`src/rtl/tt_sweep_pkg.sv`:
```
// Shared types and helpers for the truth-table sweeper.
// Contents:
//   state_e - sweeper FSM states
//   TT_W    - truth table width (one bit per input row)
//   ROW_W   - row index width (three benchmark inputs)
//   row_bit - table bit holding a given row; row 000 maps to the MSB
package tt_sweep_pkg;

  localparam int unsigned TT_W  = 8;
  localparam int unsigned ROW_W = 3;

  typedef enum logic [1:0] {
    StIdle,
    StSettle,
    StSample,
    StDone
  } state_e;

  function automatic logic [ROW_W-1:0] row_bit(input logic [ROW_W-1:0] row);
    return ROW_W'(TT_W - 1) - row;
  endfunction

endpackage

```
`src/rtl/sync2.sv`:
```
// Two-flop synchroniser for a single asynchronous bit.
// Ports:
//   clk - destination clock
//   rst - asynchronous active-high reset, clears both flops
//   d   - asynchronous input
//   q   - synchronised output, two clk edges behind d
module sync2 (
  input  logic clk,
  input  logic rst,
  input  logic d,
  output logic q
);

  logic meta_q;
  logic sync_q;

  always_ff @(posedge clk or posedge rst) begin
    if (rst) begin
      meta_q <= 1'b0;
      sync_q <= 1'b0;
    end else begin
      meta_q <= d;
      sync_q <= meta_q;
    end
  end

  assign q = sync_q;

endmodule

```
`src/rtl/truth_table_sweeper.sv`:
```
// Drives a 3-input combinational benchmark through rows 000..111, holds each
// row for a settle window, samples the benchmark output and assembles the
// observed truth table for comparison against EXPECTED.
// Ports:
//   clk           - single clock
//   rst           - asynchronous active-high reset
//   start         - begin a sweep; only honoured when idle or done
//   in1/in2/in3   - registered stimulus row, in1 is the MSB
//   dut_out       - benchmark output, may be asynchronous to clk
//   busy          - sweep in progress
//   done          - sweep finished, held until next start or reset
//   table_q       - observed truth table, row 000 in bit 7
//   match         - table_q equals EXPECTED, only while done
//   mismatch_mask - table_q ^ EXPECTED, only while done
module truth_table_sweeper
  import tt_sweep_pkg::*;
#(
  parameter int unsigned      SETTLE_CYCLES = 16,
  parameter logic [TT_W-1:0]  EXPECTED      = 8'hB7
) (
  input  logic            clk,
  input  logic            rst,
  input  logic            start,
  output logic            in1,
  output logic            in2,
  output logic            in3,
  input  logic            dut_out,
  output logic            busy,
  output logic            done,
  output logic [TT_W-1:0] table_q,
  output logic            match,
  output logic [TT_W-1:0] mismatch_mask
);

  // The synchroniser eats two cycles of every settle window.
  if (SETTLE_CYCLES < 2 || SETTLE_CYCLES > 255) begin : g_bad_settle
    $error("truth_table_sweeper: SETTLE_CYCLES must be within 2..255");
  end

  localparam logic [7:0] CntInit = 8'(SETTLE_CYCLES - 1);

  state_e             state_q, state_d;
  logic [ROW_W-1:0]   row_q, row_d;
  logic [7:0]         cnt_q, cnt_d;
  logic [TT_W-1:0]    table_d;
  logic               done_q, done_d;
  logic [ROW_W-1:0]   stim_q, stim_d;
  logic               dut_s;

  sync2 u_sync (
    .clk (clk),
    .rst (rst),
    .d   (dut_out),
    .q   (dut_s)
  );

  always_ff @(posedge clk or posedge rst) begin
    if (rst) begin
      state_q <= StIdle;
      row_q   <= '0;
      cnt_q   <= '0;
      table_q <= '0;
      done_q  <= 1'b0;
      stim_q  <= '0;
    end else begin
      state_q <= state_d;
      row_q   <= row_d;
      cnt_q   <= cnt_d;
      table_q <= table_d;
      done_q  <= done_d;
      stim_q  <= stim_d;
    end
  end

  always_comb begin
    state_d = state_q;
    row_d   = row_q;
    cnt_d   = cnt_q;
    table_d = table_q;
    done_d  = done_q;
    unique case (state_q)
      StIdle, StDone: begin
        if (start) begin
          row_d   = '0;
          cnt_d   = CntInit;
          table_d = '0;
          done_d  = 1'b0;
          state_d = StSettle;
        end else if (state_q == StDone) begin
          done_d = 1'b1;
        end
      end
      StSettle: begin
        if (cnt_q == 8'd0) begin
          state_d = StSample;
        end else begin
          cnt_d = cnt_q - 8'd1;
        end
      end
      StSample: begin
        table_d[row_bit(row_q)] = dut_s;
        if (row_q == 3'd7) begin
          state_d = StDone;
        end else begin
          row_d   = row_q + 3'd1;
          cnt_d   = CntInit;
          state_d = StSettle;
        end
      end
      default: state_d = StIdle;
    endcase
    // Stimulus only moves when a row is entered; it holds through SAMPLE and DONE.
    stim_d = (state_d == StSettle) ? row_d : stim_q;
  end

  always_comb begin
    busy          = (state_q == StSettle) || (state_q == StSample);
    done          = done_q;
    match         = done_q && (table_q == EXPECTED);
    mismatch_mask = done_q ? (table_q ^ EXPECTED) : '0;
    in1           = stim_q[2];
    in2           = stim_q[1];
    in3           = stim_q[0];
  end

endmodule

```
`config.mk`:
```
export PLATFORM = sky130hd
export DESIGN_NAME = truth_table_sweeper
export DESIGN_NICKNAME = d
export VERILOG_FILES = /design/src/rtl/tt_sweep_pkg.sv /design/src/rtl/sync2.sv /design/src/rtl/truth_table_sweeper.sv
export SDC_FILE = /design/constraint.sdc
export NUM_CORES = 1
export LEC_CHECK = 0
export ABC_AREA = 1
export CAP_MARGIN = 30
export CORE_AREA = 2 2 97 52
export DETAILED_ROUTE_END_ITERATION = 7
export DIE_AREA = 0 0 99 54
export PLACE_DENSITY = 0.61
export SLEW_MARGIN = 25
export SYNTH_ARGS = -nofsm -noshare
export SYNTH_HDL_FRONTEND = slang
export SYNTH_HIERARCHICAL = 1
export SYNTH_SLANG_ARGS = --single-unit
```
`constraint.sdc`:
```
create_clock -name clk -period 1.57 [get_ports clk]
set_input_delay 0.314 -clock clk [delete_from_list [all_inputs] [get_ports clk]]
set_output_delay 0.314 -clock clk [all_outputs]
set_load 0.01 [all_outputs]
```
==> report_table.html <==
<table>
<tr><th>Metric</th><th>Value</th></tr>
<tr><th colspan="2">Clock tree</th></tr>
<tr><td>H-tree levels</td><td>1</td></tr>
<tr><td>Maximum buffer depth of the clock tree</td><td>2</td></tr>
<tr><td>Total clock sinks</td><td>27</td></tr>
<tr><td>Clock insertion delay at the later pin of the skew report</td><td>0.28 ns</td></tr>
<tr><td>Cts-stage hold buffer count</td><td>0</td></tr>
<tr><td>CTS Root Cell</td><td>sky130_fd_sc_hd__clkbuf_8</td></tr>
<tr><td>Clock transition at path regs</td><td>roughly 0.10 ns</td></tr>
<tr><td>Number of buffers created by CTS</td><td>3</td></tr>
<tr><td>Clock tree from TritonCTS</td><td>built</td></tr>
<tr><th colspan="2">Drt</th></tr>
<tr><td>Total number of vias</td><td>1472</td></tr>
<tr><td>Drc violations</td><td>0</td></tr>
<tr><td>Vias per std cell</td><td>4.64</td></tr>
<tr><td>Iteration count of the initial detailed-routing pass</td><td>4</td></tr>
<tr><td>DRC violation total after the first TritonRoute iteration</td><td>75</td></tr>
<tr><td>Antenna-violating nets left</td><td>0</td></tr>
<tr><td>Routed wire per std cell</td><td>12.4 um</td></tr>
<tr><td>Routed wire length</td><td>3.93 mm</td></tr>
<tr><th colspan="2">Placement</th></tr>
<tr><td>HPWL Detailed</td><td>2.84 mm</td></tr>
<tr><td>Instance count after placement with tap cells included</td><td>between 300 and 400</td></tr>
<tr><td>I/O Buffers</td><td>25</td></tr>
<tr><td>Final estimated routing congestion in global placement</td><td>roughly 0.88</td></tr>
<tr><th colspan="2">Final layout</th></tr>
<tr><td>Share of post-route cells with drive strength above 1</td><td>a little over a third</td></tr>
<tr><td>Diode insertion count for antenna repair</td><td>0</td></tr>
<tr><td>Leading cell type in the layout, fill and taps excluded</td><td>sky130_fd_sc_hd__buf_4</td></tr>
<tr><td>Area grow syn2layout</td><td>48.7%</td></tr>
<tr><td>Number of filler cells placed in the layout</td><td>around 460</td></tr>
<tr><td>Commonest non-fill, non-tap cells in the layout</td><td>sky130_fd_sc_hd__buf_4 (37), sky130_fd_sc_hd__inv_1 (31), sky130_fd_sc_hd__dfrtp_1 (27)</td></tr>
<tr><td>Layout Nets</td><td>roughly 270</td></tr>
<tr><td>Area occupied by multi-input gates</td><td>801 sq um</td></tr>
<tr><td>Post-route non-filler standard cell count</td><td>317</td></tr>
<tr><td>Combined flip-flop and latch cell area</td><td>676 sq um</td></tr>
<tr><th colspan="2">Logic synthesis</th></tr>
<tr><td>Instance count of the mapped netlist</td><td>190</td></tr>
<tr><td>Ys Warns</td><td>6</td></tr>
<tr><td>Proportion of synthesized chip area in sequential cells</td><td>between 40% and 50%</td></tr>
<tr><td>Flip-flop and latch count after synthesis</td><td>27</td></tr>
<tr><td>Unique cell type count in the Yosys netlist</td><td>30</td></tr>
<tr><td>Syn Std Cell Area</td><td>0.00154 sq mm</td></tr>
<tr><td>Mean post-synth cell area</td><td>slightly above 8 sq um</td></tr>
<tr><td>Number of nets produced by synthesis</td><td>199</td></tr>
<tr><th colspan="2">Power</th></tr>
<tr><td>IR Drop Worst-Case VDD</td><td>between 0.3 and 0.4 mV</td></tr>
<tr><td>Power density over the cells</td><td>around 500 mW/mm^2</td></tr>
<tr><td>Leakage power</td><td>1.21 nW</td></tr>
<tr><th colspan="2">GRT</th></tr>
<tr><td>Wire length of the first global-routing pass</td><td>6.47 mm</td></tr>
<tr><td>Total congestion overflow</td><td>0</td></tr>
<tr><td>Largest net degree at the start of global routing</td><td>26</td></tr>
<tr><td>Antenna violations before repair</td><td>0</td></tr>
<tr><td>Global routing usage summed across all routing layers</td><td>around 16%</td></tr>
<tr><td>Via count of the first global-routing pass</td><td>1382</td></tr>
<tr><th colspan="2">Floorplan</th></tr>
<tr><td>Core Rows</td><td>18</td></tr>
<tr><td>Core Area</td><td>roughly 0.0046 sq mm</td></tr>
<tr><td>Die height</td><td>54 um</td></tr>
<tr><td>Die extent in x</td><td>99 um</td></tr>
<tr><td>Initial Utilization</td><td>about a third</td></tr>
<tr><td>Top Ports</td><td>26</td></tr>
<tr><td>Area of the die</td><td>0.00535 sq mm</td></tr>
<tr><th colspan="2">Min path</th></tr>
<tr><td>Worst Hold Class</td><td>in -&gt; async</td></tr>
<tr><th colspan="2">STA</th></tr>
<tr><td>Final critical-path required period</td><td>approximately 1.6 ns</td></tr>
<tr><td>Worst Tran Pin Value</td><td>0.335 ns</td></tr>
<tr><td>Maximum clock rate</td><td>around 640 MHz</td></tr>
<tr><td>Number of pins with negative max-slew slack in the final report</td><td>0</td></tr>
<tr><td>Final Setup Violations</td><td>0</td></tr>
<tr><td>Setup clock skew after layout</td><td>about 0.012 ns</td></tr>
<tr><td>Part of the cycle the worst path needs</td><td>99.7%</td></tr>
<tr><td>Slew HR</td><td>a little under 80%</td></tr>
<tr><td>Endpoints failing hold</td><td>0</td></tr>
<tr><td>RSZ-0062 raised after global routing</td><td>yes</td></tr>
<tr><td>Worst hold-check slack</td><td>0.202 ns</td></tr>
<tr><th colspan="2">Status</th></tr>
<tr><td>Outcome</td><td>finished, final reports clean</td></tr>
<tr><th colspan="2">Critical path</th></tr>
<tr><td>Data required time of the worst path</td><td>1.75 ns</td></tr>
<tr><td>Count of cells along the worst register-to-register path</td><td>10</td></tr>
<tr><td>Element type at the critical path start</td><td>register</td></tr>
<tr><td>Path type of the worst setup path</td><td>reg -&gt; reg</td></tr>
<tr><td>Critical path endpoint category</td><td>register</td></tr>
<tr><td>Max stage delay on crit path</td><td>0.38 ns</td></tr>
<tr><td>Worst-path cell chain</td><td>inv_2 -&gt; ha_4 -&gt; inv_4 -&gt; or2_4 -&gt; nand2_4 -&gt; inv_4 -&gt; nand2_4 -&gt; nor2_2 -&gt; xor2_1 -&gt; nand2_1</td></tr>
<tr><td>Critical path data arrival time</td><td>~1.8 ns</td></tr>
<tr><td>Setup slack, reg-to-reg</td><td>0.005 ns</td></tr>
<tr><td>Cell at the slowest stage of the critical path</td><td>sky130_fd_sc_hd__dfrtp_1</td></tr>
<tr><td>Critical path fanouts, max</td><td>5</td></tr>
<tr><td>Worst flop-to-flop path endpoint</td><td>cnt_q[2]$_DFFE_PP0P_</td></tr>
<tr><td>Reg-to-reg critical path startpoint</td><td>state_q[0]$_DFF_PP0_</td></tr>
<tr><td>Critical path buffer and inverter count</td><td>3</td></tr>
<tr><td>Cell family contributing the most delay on the critical path</td><td>simple AND/OR/NAND/NOR gates</td></tr>
<tr><th colspan="2">Flow run</th></tr>
<tr><td># Max-Cap Violations</td><td>0</td></tr>
</table>
-- synthesized netlist by cell type --
cell / instances / area (sq um)
sky130_fd_sc_hd__a21boi_1: 1 / 7.51
sky130_fd_sc_hd__a21oi_1: 9 / 45.0
sky130_fd_sc_hd__a22oi_1: 1 / 7.51
sky130_fd_sc_hd__buf_2: 1 / 5.00
sky130_fd_sc_hd__buf_6: 1 / 11.3
sky130_fd_sc_hd__bufbuf_16: 1 / 32.5
sky130_fd_sc_hd__dfrtp_1: 27 / 676
sky130_fd_sc_hd__ha_1: 5 / 62.6
sky130_fd_sc_hd__inv_1: 37 / 139
sky130_fd_sc_hd__inv_2: 3 / 11.3
sky130_fd_sc_hd__mux2i_4: 1 / 22.5
sky130_fd_sc_hd__nand2_1: 34 / 128
sky130_fd_sc_hd__nand2_2: 1 / 6.26
sky130_fd_sc_hd__nand2_4: 1 / 11.3
sky130_fd_sc_hd__nand3_1: 23 / 115
sky130_fd_sc_hd__nand4_1: 3 / 18.8
sky130_fd_sc_hd__nor2_1: 13 / 48.8
sky130_fd_sc_hd__nor2_2: 1 / 6.26
sky130_fd_sc_hd__nor2_4: 1 / 11.3
sky130_fd_sc_hd__nor3_1: 2 / 10.0
sky130_fd_sc_hd__o211ai_1: 1 / 7.51
sky130_fd_sc_hd__o21ai_0: 5 / 25.0
sky130_fd_sc_hd__o21ai_1: 1 / 5.00
sky130_fd_sc_hd__o21ai_2: 1 / 8.76
sky130_fd_sc_hd__o21bai_1: 3 / 22.5
sky130_fd_sc_hd__o22ai_1: 7 / 43.8
sky130_fd_sc_hd__o22ai_2: 1 / 12.5
sky130_fd_sc_hd__o31ai_1: 1 / 7.51
sky130_fd_sc_hd__or2_4: 1 / 8.76
sky130_fd_sc_hd__xor2_1: 3 / 26.3
-- cell families after synthesis --
logic type | synth area share [%]
adders and majority gates | 4.06
muxes | 1.46
and+or+nand+nor | 23.6
AOI/OAI and AO/OA | 12.5
DFF | 43.8
buffers and inverters | 12.9
xor gates and xnor gates | 1.70
-- how the worst max path moves through the flow --
stage / startpoint / to / slack [ns] / cells past startpoint
after global routing: state_q[0]$_DFF_PP0_ / stim_q[0]$_DFFE_PP0N_ / -0.09 / 9
after global placement: start / cnt_q[2]$_DFFE_PP0P_ / -0.06 / 8
after CTS: done$_DFFE_PP0P_ / mismatch_mask[2] / -0.002 / 4
final: state_q[0]$_DFF_PP0_ / cnt_q[2]$_DFFE_PP0P_ / 0.005 / 10
after floorplan: state_q[0]$_DFF_PP0_ / cnt_q[2]$_DFFE_PP0P_ / 0.04 / 10
after detailed placement: state_q[0]$_DFF_PP0_ / busy / -0.07 / 4
-- per-layer routing --
metal / share of wire (%) / vias to the layer above / wire (um) / track usage, %
li1: - / 746 / - / -
met2: 41 / 40 / 1590 / 23.4
met1: 54 / 682 / 2110 / 22.9
met3: 5.0 / 4 / 197 / 4.16
met4: 0.69 / 0 / 27 / 3.65
met5: 0 / - / 0 / 0
-- worst register-to-register path, delay by kind of cell (launching register included) --
family | cells | cell delay [ns]
XOR/XNOR | 1 | 0.12
adder cells (fa/ha/maj) | 1 | 0.29
buffers and inverters | 3 | 0.16
flip-flops | 1 | 0.38
AND/OR/NAND/NOR | 5 | 0.52
-- layout make-up --
| cell class | count | share of cell area, % |
|---|---|---|
| Clock buffer | 3 | 1.80 |
| Clock inverter | 1 | 0.327 |
| Inverter | 40 | 6.76 |
| Multi-Input combinational cell | 120 | 34.9 |
| Sequential cell | 27 | 29.4 |
| Tap cell | 60 | 3.27 |
| Timing Repair Buffer | 66 | 23.5 |
-- power breakdown --
| group | internal (mW) | leakage [nW] | total, mW | switching, mW |
|---|---|---|---|---|
| clock | 0.181 | 0.0217 | 0.411 | 0.231 |
| combinational | 0.0171 | 0.849 | 0.0388 | 0.0217 |
| sequential | 0.700 | 0.337 | 0.702 | 0.00230 |
| total | 0.898 | 1.21 | 1.15 | 0.255 |
-- flip-flops by register name, summed over array words and instances, names as in the netlist --
signal         flops
stim_q             3
cnt_q              8
u_sync/q           1
done               1
row_q              3
u_sync/meta_q      1
state_q            2
table_q            8
-- stage by stage --
| step | cell area (sq um) | util [%] | total power, mW | worst slack, ns | TNS [ns] |
|---|---|---|---|---|---|
| 5_1_grt | 2290 | 49.7 | 1.21 | -0.0946 | -0.619 |
| 3_3_place_gp | 2080 | 45.0 | 0.758 | -0.0602 | -0.439 |
| 2_1_floorplan | 1560 | - | 0.731 | 0.0352 | 0 |
| 4_1_cts | 2160 | 46.9 | 1.18 | -0.00183 | -0.00183 |
| 3_5_place_dp | 2080 | 45.0 | 0.759 | -0.0734 | -0.701 |
| 6_report | 2290 | 49.7 | 1.15 | 0.00479 | 0 |
-- what timing repair did --
item                                    4_1_cts  5_1_grt
gates cloned                                  0        0
setup buffers                                 2        9
gates resized for setup                      37       42
pin swaps                                     2       15
endpoints found under the setup margin       35       26
Note: power is estimated with default switching activity, not from simulation.
